===== config.mk =====
export PLATFORM = sky130hd
export DESIGN_NAME = cdc_pulse_sched
export DESIGN_NICKNAME = d
export VERILOG_FILES = /design/src/rtl/cdc_pkg.sv /design/src/rtl/rr_arbiter.sv /design/src/rtl/cdc_pulse_sched.sv
export SDC_FILE = /design/constraint.sdc
export NUM_CORES = 1
export LEC_CHECK = 0
export CAP_MARGIN = 15
export CORE_AREA = 2 2 43 84
export CTS_CLUSTER_SIZE = 25
export DETAILED_ROUTE_END_ITERATION = 10
export DIE_AREA = 0 0 45 86
export PLACE_DENSITY = 0.72
export SKIP_LAST_GASP = 1
export SYNTH_ARGS = -nofsm -noshare
export SYNTH_HDL_FRONTEND = slang
export SYNTH_SLANG_ARGS = --single-unit
export TNS_END_PERCENT = 5

===== constraint.sdc =====
create_clock -name clka -period 3.7 [get_ports clka]
set_clock_uncertainty 0.15 [all_clocks]
set_input_delay 0.74 -clock clka [delete_from_list [all_inputs] [get_ports clka]]
set_output_delay 0.74 -clock clka [all_outputs]
set_load 0.005 [all_outputs]

===== src/rtl/cdc_pkg.sv =====
// Shared state type and elaboration helpers for the clka-side pulse scheduler.
package cdc_pkg;

    typedef enum logic [1:0] {
        IDLE    = 2'd0,
        WAIT_HI = 2'd1,
        WAIT_LO = 2'd2
    } sched_state_t;

    function automatic int clog2(input int v);
        int r;
        r = 0;
        while ((1 << r) < v) r++;
        return r;
    endfunction

    // Legal parameter set: ID_W sized exactly for N_REQ, counter wide enough for TO_CYC.
    function automatic bit params_ok(input int n_req, input int id_w,
                                     input int to_cyc, input int to_w);
        return (n_req >= 2) && (n_req <= 16) && (id_w == clog2(n_req)) &&
               (to_cyc >= 1) && (to_cyc <= 65535) && ((1 << to_w) > to_cyc);
    endfunction

endpackage


===== src/rtl/rr_arbiter.sv =====
// Rotating-priority arbiter: grants the first set request at or after ptr, wrapping mod N.
// Latency: purely combinational, zero cycles.
// Backpressure: none; the grant is a pure function of req and ptr.
module rr_arbiter
    import cdc_pkg::*;
#(
    parameter int N  = 4,
    parameter int IW = clog2(N)
) (
    input  logic [N-1:0]  req,
    input  logic [IW-1:0] ptr,
    output logic [N-1:0]  grant,
    output logic [IW-1:0] idx,
    output logic          any_vld
);

    int            k;
    logic [IW-1:0] kk;
    logic          found;

    always_comb begin
        grant = '0;
        idx   = '0;
        found = 1'b0;
        k     = 0;
        kk    = '0;
        for (int i = 0; i < N; i++) begin
            k = int'(ptr) + i;
            if (k >= N) k = k - N;
            kk = IW'(k);
            if (!found && req[kk]) begin
                found     = 1'b1;
                grant[kk] = 1'b1;
                idx       = kk;
            end
        end
    end

    assign any_vld = |req;

endmodule


===== src/rtl/cdc_pulse_sched.sv =====
// Shares one toggle/level pulse synchronizer among N_REQ requesters, round-robin, one handshake at a time.
// Latency: request pulse to sync_pulse_o is 2 cycles when idle and ack is low.
// Backpressure: requests are held as sticky pending bits while a handshake is outstanding; extras merge and flag ovf_o.
module cdc_pulse_sched
    import cdc_pkg::*;
#(
    parameter int N_REQ  = 4,
    parameter int ID_W   = 2,
    parameter int TO_CYC = 255,
    parameter int TO_W   = 8
) (
    input  logic             clka,
    input  logic             rst,
    input  logic [N_REQ-1:0] req_i,
    output logic [N_REQ-1:0] ovf_o,
    output logic             sync_pulse_o,
    output logic [ID_W-1:0]  sync_id_o,
    input  logic             sync_ack_i,
    output logic             busy_o,
    output logic             timeout_o,
    output logic [N_REQ-1:0] pend_o
);

    if (!params_ok(N_REQ, ID_W, TO_CYC, TO_W)) begin : g_param_chk
        $error("cdc_pulse_sched: illegal N_REQ/ID_W/TO_CYC/TO_W combination");
    end

    localparam logic [TO_W-1:0] TO_LAST = TO_W'(TO_CYC - 1);

    sched_state_t     state, state_nxt;
    logic [N_REQ-1:0] pend, grant, clr;
    logic [ID_W-1:0]  ptr, win_idx;
    logic [TO_W-1:0]  cnt;
    logic             any_pend, issue, to_hit, timeout_nxt;

    rr_arbiter #(
        .N  (N_REQ),
        .IW (ID_W)
    ) u_arb (
        .req     (pend),
        .ptr     (ptr),
        .grant   (grant),
        .idx     (win_idx),
        .any_vld (any_pend)
    );

    // The counter spans both wait phases, so one budget covers the whole round trip.
    assign to_hit = (cnt >= TO_LAST);

    always_comb begin
        state_nxt   = state;
        issue       = 1'b0;
        timeout_nxt = 1'b0;
        unique case (state)
            IDLE: begin
                // A high ack here is stale (post-reset or post-timeout); wait for it to fall.
                if (any_pend && !sync_ack_i) begin
                    issue     = 1'b1;
                    state_nxt = WAIT_HI;
                end
            end
            WAIT_HI: begin
                if (sync_ack_i) begin
                    state_nxt = WAIT_LO;
                end else if (to_hit) begin
                    timeout_nxt = 1'b1;
                    state_nxt   = IDLE;
                end
            end
            WAIT_LO: begin
                if (!sync_ack_i) begin
                    state_nxt = IDLE;
                end else if (to_hit) begin
                    timeout_nxt = 1'b1;
                    state_nxt   = IDLE;
                end
            end
            default: state_nxt = IDLE;
        endcase
    end

    assign clr = issue ? grant : '0;

    always_ff @(posedge clka) begin
        if (rst) begin
            state        <= IDLE;
            pend         <= '0;
            ptr          <= '0;
            cnt          <= '0;
            ovf_o        <= '0;
            sync_pulse_o <= 1'b0;
            sync_id_o    <= '0;
            busy_o       <= 1'b0;
            timeout_o    <= 1'b0;
        end else begin
            state        <= state_nxt;
            pend         <= (pend & ~clr) | req_i;
            ovf_o        <= req_i & pend & ~clr;
            sync_pulse_o <= issue;
            timeout_o    <= timeout_nxt;
            busy_o       <= (state_nxt != IDLE);
            if (issue) begin
                sync_id_o <= win_idx;
                ptr       <= (win_idx == ID_W'(N_REQ - 1)) ? '0 : win_idx + ID_W'(1);
                cnt       <= '0;
            end else if (state != IDLE) begin
                cnt <= cnt + TO_W'(1);
            end
        end
    end

    assign pend_o = pend;

endmodule


**Yosys cells after proc, flatten, opt, wreduce, memory -nomap -nowiden**

Cells that the tools add are included.

- Bits in registers: 25
- Latch bits: 0
- Memory bits (writable): 0
- Bits in read-only memories: 0
- Output and inout bits: 13
- Word-level logic and storage cells: 103
- Memories: 0

- Add/sub/neg operators: 9
- Multiply operators: 0
- Div/mod/pow operators: 0
- Order comparisons: 13
- Equal/unequal tests: 3
- Shift operators: 0
- Multiplexer cells: 44
- Bitwise gates (word level): 8
- Reductions and logical operators: 17

Operators by type and width:

| operator | number |
|---|---|
| $mux W2 | 13 |
| $mux W4 | 5 |
| $mux W1 | 16 |
| $or A4 B4 Y4 | 4 |
| $and A4 B4 Y4 | 3 |
| $lt A2 B3 Y1 const B | 4 |
| $ge A3 B3 Y1 const B | 3 |
| $add A8 B1 Y8 const B | 1 |
| $bmux W1 S2 | 4 |
| $demux W1 S2 | 4 |
| $ge A2 B1 Y1 const B | 4 |
| $ge A8 B8 Y1 const B | 1 |
| $logic_and A1 B1 Y1 | 8 |
| $sub A2 B1 Y2 const B | 4 |
| $add A2 B2 Y3 const B | 2 |
| $pmux W2 S3 | 1 |
| $eq A2 B2 Y1 const B | 2 |
| $logic_not A1 Y1 | 4 |
| $not A4 Y4 | 1 |
| $reduce_bool A2 Y1 | 2 |
| $reduce_or A4 Y1 | 1 |
| $add A2 B1 Y3 const B | 1 |
| $ge A2 B3 Y1 const B | 1 |
| $add A2 B1 Y2 const B | 1 |
| 4 further kinds | 4 |

**Depth between registers and ports, before layout**

Gate-level depths: netlist of run 1.

- Depth after elaboration: 18
- Mapped depth: 9
- Depth with buffers taken out: 7

**By module**

From an unflattened synthesis of run 1, not the netlist that was laid out.

- Cells, all modules: 166
- Area, all modules: 1482.7 um^2

By module, submodules not included:

| module | instances | cells an instance | area an instance (um^2) | seq. area each (um^2) |
|---|---|---|---|---|
| cdc_pulse_sched | 1 | 117 | 1071.0 | 500.5 |
| rr_arbiter | 1 | 49 | 411.6 | 0.0 |

**Least setup slack after synthesis of run 1**

OpenSTA, ideal clock, no wires.

- Kind: reg2reg
- Start point: reg (tool-made name)
- End point: reg ptr[1]
- Library setup time: 116 ps
- Arrival time: 2489 ps
- Data required time: 3434 ps
- Slack: 944 ps
- Cell stages (with the launch flop): 10
- Path buffers: 2
- Path through: dfxtp_1 -> buf_6 -> inv_1 -> ha_1 -> buf_2 -> or3b_1 -> a2111oi_4 -> o21bai_2 -> a221o_1 -> o211a_1

RTL lines:

| item | RTL line | RTL |
|---|---|---|
| end signal, assigned | cdc_pulse_sched.sv:104 | `ptr <= (win_idx == ID_W'(N_REQ - 1)) ? '0 : win_idx + ID_W'(1);` |
| end, declared | cdc_pulse_sched.sv:32 | `logic [ID_W-1:0] ptr, win_idx;` |

==> impl_metrics.tcl, run 1 <==
set metrics [dict create \
    cts_made_buffers 3 \
    regArea_sq_um 500 \
    ios 20 \
    cts_buffer_depth 2 \
    htree_levels 1 \
    stdcell_count 212 \
    grt_util_all_layers_pct 19.1 \
    placementRows 29 \
    cp_data_required_time_ns 3.72 \
    startpoint_type "flip-flop" \
    clock-root-buffer "clkbuf_8" \
    worst_slew_pin_slew_ns 0.685 \
    post-route-cell-area_sq_mm 0.00175 \
    async_flop_share_pct 0 \
    fillCellCount 294 \
    dp_hpwl_mm 2.53 \
    cts_tree "done" \
    hold_viol_final 0 \
    postPlaceCellArea_sq_mm 0.00170 \
    end_kind "flip-flop" \
    setup-tns-final_ns 0 \
    path_clk_slew_ns 0.09 \
    crit_path_top_delay_cell "dfxtp_1" \
    route.detailed.drc 0 \
    fp.dieH_um 86 \
    max_freq_mhz 320 \
    finalPower_uw 732 \
    synth_edf_count 0 \
    clock_sink_count 25 \
    path_cells "inv_1 -> ha_1 -> or3b_1 -> a2111oi_4 -> o21bai_2 -> a221o_1 -> o211a_1" \
    status "complete, no violations" \
    relSlewSlack_pct 54.2 \
    firstDrtPassIters 4 \
    wire_per_inst_um 15.6 \
    yosysUniqueCellTypes 44 \
    power.density_mw_per_mm2 419 \
    ant_nets 0 \
    layout.cells.most_common "dfxtp_1" \
    die_area_sq_mm 0.00387 \
    vias 1276 \
    dpl.cell_count 208 \
    n_antenna_cell 0 \
    antenna_found_initial 0 \
    syn_nets 187 \
    cts-resized-gates 0 \
    path_class "flip-flop to flip-flop" \
    initial_utilization_pct 47.8 \
    yosys_register_bits 25 \
    cp_top_family "compound AO/OA/AOI/OAI gates" \
    rsz0062_at_grt "false" \
    multi_input_comb_area_sq_um 932 \
    grt_pass1_wl_mm 5.49 \
    critPathMaxFanout 16 \
    wirelength_mm 3.31 \
    die_w_um 45 \
    finalWeightedCongestion 0.947 \
    drive_gt1_share_pct 6.63 \
    core_sq_mm 0.00319 \
    leakage_nw 0.657 \
    finalMaxSlewViolations 0 \
    crit_arrival_ns 3.14 \
    clk_latency_ns 0.26 \
    finalNetCount 202 \
    timing.hold.ws_ns 0.348 \
    viasPerCell 6.02 \
    area_growth_syn_to_layout_pct 14.3 \
    grt_pass1_vias 1248 \
    setup_viol 0 \
    syn_area_per_cell_sq_um 9.15 \
    final_cell_mix "25 x dfxtp_1, 20 x nor2_1, 19 x clkdlybuf4s50_1" \
    drt_iter0_drc 35 \
    grt-ovfl-total 0 \
    min_path_type "flip-flop to flip-flop" \
    numPortBuffers 19 \
    post_cts_buffers 0 \
    grt_max_degree 19 \
    drv_cap 0 \
    period_share_pct 84.5 \
    synth-warning-count 0 \
    postCtsHoldBufs 0 \
    synth-seq-area-share_pct 32.8 \
    crit_buf_inv 1 \
    critPathMaxStageDelay_ns 0.70 \
    synthFlopType "dfxtp_1" \
    peakVddDrop_mv 0.290 \
    synth_area_sq_mm 0.00153 \
    synth_cells 167 \
    period_needed_ns 3.13 \
]
[cells by family after synthesis]
family / count (synthesis) / synth area share, %
buf+inv: 18 / 6.22
fa+ha+maj: 13 / 10.6
simple gates: 59 / 19.9
flops: 25 / 32.8
compound gates: 39 / 18.7
mux: 6 / 7.78
xor+xnor: 7 / 4.01
[synth_stat cells (4+ instances only)]
cell type,n,area [sq um]
a22oi_1,8,60.1
dfxtp_1,25,500
nand2_1,8,30.0
o21ai_0,6,30.0
nor3_1,7,35.0
nor2_1,20,75.1
nor2b_1,4,25.0
inv_1,8,30.0
xor2_1,4,35.0
a21oi_1,9,45.0
buf_2,4,20.0
ha_1,13,163
[registers in the layout, summed over array words and instances, names as in the netlist, named ones only]
name / cells
sync_id_o: 2
ovf_o: 4
state: 2
busy_o: 1
pend_o: 4
sync_pulse_o: 1
ptr: 1
timeout_o: 1
cnt: 8
[layer usage]
| layer | wire length, um | global-route usage (%) | vias to the layer above |
|---|---|---|---|
| li1 | - | - | 630 |
| met1 | 1190 | 18.5 | 603 |
| met2 | 1900 | 35.5 | 33 |
| met3 | 107 | 2.95 | 10 |
| met4 | 109 | 10.7 | 0 |
| met5 | 0 | 0 | - |
[final timing paths]
path | startpoint | to | slack [ns] | cells past startpoint
worst max-delay path | flip-flop | ptr[1] | 0.57 | 7
worst min-delay path | sync_id_o[1] | sync_id_o[1] | 0.35 | 2
worst max register to register | flip-flop | ptr[1] | 0.57 | 7
worst min register to register | sync_id_o[1] | sync_id_o[1] | 0.35 | 2
[layout make-up]
cell class              instances  share of cell area, %
clock buffers                   3                   2.37
clock inverters                 1                  0.287
inverters                       8                   1.72
multi-input cells             124                   53.4
flip-flops and latches         25                   28.7
well taps                      31                   2.22
repair buffers                 20                   11.3
[tightest hold or removal path: stages (launching register included)]
cell and delay, ns:
dfxtp_1 0.32, nor2_1 0.09, nor3b_1 0.05
[through the flow]
stage                     setup slack [ns]  utilization [%]
after floorplan                      0.944                -
after detailed placement             0.601             53.2
after CTS                            0.605             54.7
after global routing                 0.396             54.7
after global placement               0.727             53.2
final                                0.574             54.7
[where the power goes]
group          internal [mW]  total, mW  switching (mW)
registers              0.290      0.324          0.0348
logic                  0.116      0.248           0.132
clock network         0.0751      0.159          0.0842
Power figures use the tool's default switching activity.
==> inputs of run 2 (changes only) <==
- clock period: 3.7 -> 2.96 ns (I/O delays scaled with it)
==> impl_metrics.tcl, run 2 (synthesized netlist as in run 1, its figures left out) <==
set metrics [dict create \
    status "complete, no violations" \
    postCtsHoldBufs 0 \
    drv_cap 0 \
    relSlewSlack_pct 60.8 \
    area_growth_syn_to_layout_pct 16.4 \
    p_int_uw 615 \
    max_freq_mhz 397 \
    n_antenna_cell 0 \
    grt-ovfl-total 0 \
    largest_register_ffs 8 \
    viasPerCell 5.93 \
    regMostFlops "cnt" \
    cp.depth 8 \
    fp.dieH_um 86 \
    htree_levels 1 \
    fillCellCount 312 \
    wirelength_mm 3.29 \
    startpoint_type "flip-flop" \
    seqPwrFrac_pct 41.4 \
    hold_start "sync_id_o[1]" \
    grt_util_all_layers_pct 19.2 \
    crit_arrival_ns 2.54 \
    finalMaxSlewViolations 0 \
    cp_data_required_time_ns 2.98 \
    placementRows 29 \
    clk_latency_ns 0.27 \
    timing.hold.ws_ns 0.353 \
    postLayoutCoreUtil_pct 55.7 \
    critPathMaxFanout 7 \
    finalNetCount 206 \
    period_share_pct 85.2 \
    finalWeightedCongestion 0.870 \
    period_needed_ns 2.52 \
    cts_tree "done" \
    rsz0062_at_grt "false" \
    cts_made_buffers 3 \
    min_path_type "flip-flop to flip-flop" \
    hold_viol_final 0 \
    rr_worst_depth 8 \
    crit_path_top_delay_cell "or3b_2" \
    swShare_pct 34.5 \
    dp_hpwl_mm 2.52 \
    crit_buf_inv 2 \
    path_class "flip-flop to flip-flop" \
    hold_depth 2 \
    ios 20 \
    post_cts_buffers 0 \
    critPathMaxStageDelay_ns 0.46 \
    stdcell_count 216 \
    die_w_um 45 \
    switching_power_uw 324 \
    worst_slew_pin_slew_ns 0.583 \
    finalPower_uw 939 \
    die_area_sq_mm 0.00387 \
    power.density_mw_per_mm2 528 \
    cts_buffer_depth 2 \
    cp_top_family "compound AO/OA/AOI/OAI gates" \
    wire_per_inst_um 15.2 \
    setup_viol 0 \
    firstDrtPassIters 4 \
    pwr-share-comb_pct 36.7 \
    end_kind "flip-flop" \
    power_frac_clock_pct 21.9 \
    cts-resized-gates 0 \
    min_to "sync_id_o[1]" \
    path_clk_slew_ns 0.08 \
    drt_iter0_drc 47 \
    layout.cells.most_common "dfxtp_1" \
    clock-root-buffer "clkbuf_8" \
    grt_pass1_vias 1267 \
    final_cell_mix "25 x dfxtp_1, 20 x nor2_1, 19 x clkdlybuf4s50_1" \
    r2r_slack_ns 0.44 \
    initial_utilization_pct 47.8 \
    rr_endpoint "ptr[1]" \
    antenna_found_initial 0 \
    vias 1280 \
    drive_gt1_share_pct 8.65 \
    setup-tns-final_ns 0 \
    ant_nets 0 \
    grt_pass1_wl_mm 5.71 \
    peakVddDrop_mv 0.387 \
    core_sq_mm 0.00319 \
    leakage_nw 0.673 \
    dpl.cell_count 212 \
    path_cells "inv_1 -> ha_1 -> buf_4 -> or3b_2 -> a21oi_1 -> o21bai_2 -> a221o_1 -> o211a_1" \
    numPortBuffers 19 \
    clock_sink_count 25 \
    grt_max_degree 16 \
    route.detailed.drc 0 \
]
## run 2: worst max path at each step
stage	endpoint	start	slack, ns
global placement	pend_o[3]	sync_ack_i	0.45
global route	ptr[1]	flip-flop	0.34
floorplan	ptr[1]	flip-flop	0.20
finish	ptr[1]	flip-flop	0.44
detailed placement	pend_o[3]	sync_ack_i	0.40
CTS	ptr[1]	flip-flop	0.46
## run 2: worst min-delay path, cell delays in order (launching register included)
cell     delay (ns)
dfxtp_1        0.32
nor2_1         0.10
nor3b_1        0.05
## run 2: layout make-up
class	count	area, sq um	area share, %
well taps	31	38.8	2.18
clock buffers	3	41.3	2.32
repair buffers	24	228	12.8
clock inverters	1	7.51	0.422
multi-input cells	124	932	52.4
inverters	8	30.0	1.69
flip-flops and latches	25	500	28.1
## run 2: power by group through the flow
stage               Sequential [mW]  Clock (mW)  Combinational [mW]
floorplan                     0.392           0               0.241
global placement              0.395           0               0.326
detailed placement            0.396           0               0.339
CTS                           0.388       0.212               0.343
global route                  0.394       0.219               0.383
finish                        0.389       0.205               0.345
## run 2: through the flow
step	setup WS [ns]	area, sq um
final	0.439	1780
after global routing	0.342	1780
after CTS	0.462	1780
after detailed placement	0.404	1730
after global placement	0.445	1730
after floorplan	0.204	1530
## run 2: routing by layer
metal | vias to the layer above | GRT usage [%] | routed length [um]
met5 | - | 0 | 0
met4 | 0 | 7.49 | 68
met3 | 6 | 1.68 | 62
met2 | 23 | 35.1 | 1870
met1 | 619 | 21.6 | 1290
li1 | 632 | - | -
==> inputs of run 3 (changes only) <==
- HOLD_SLACK_MARGIN: unset -> 0.15
==> results of run 3 <==
No change in the layout: final DEF, timing and power equal those of run 2.
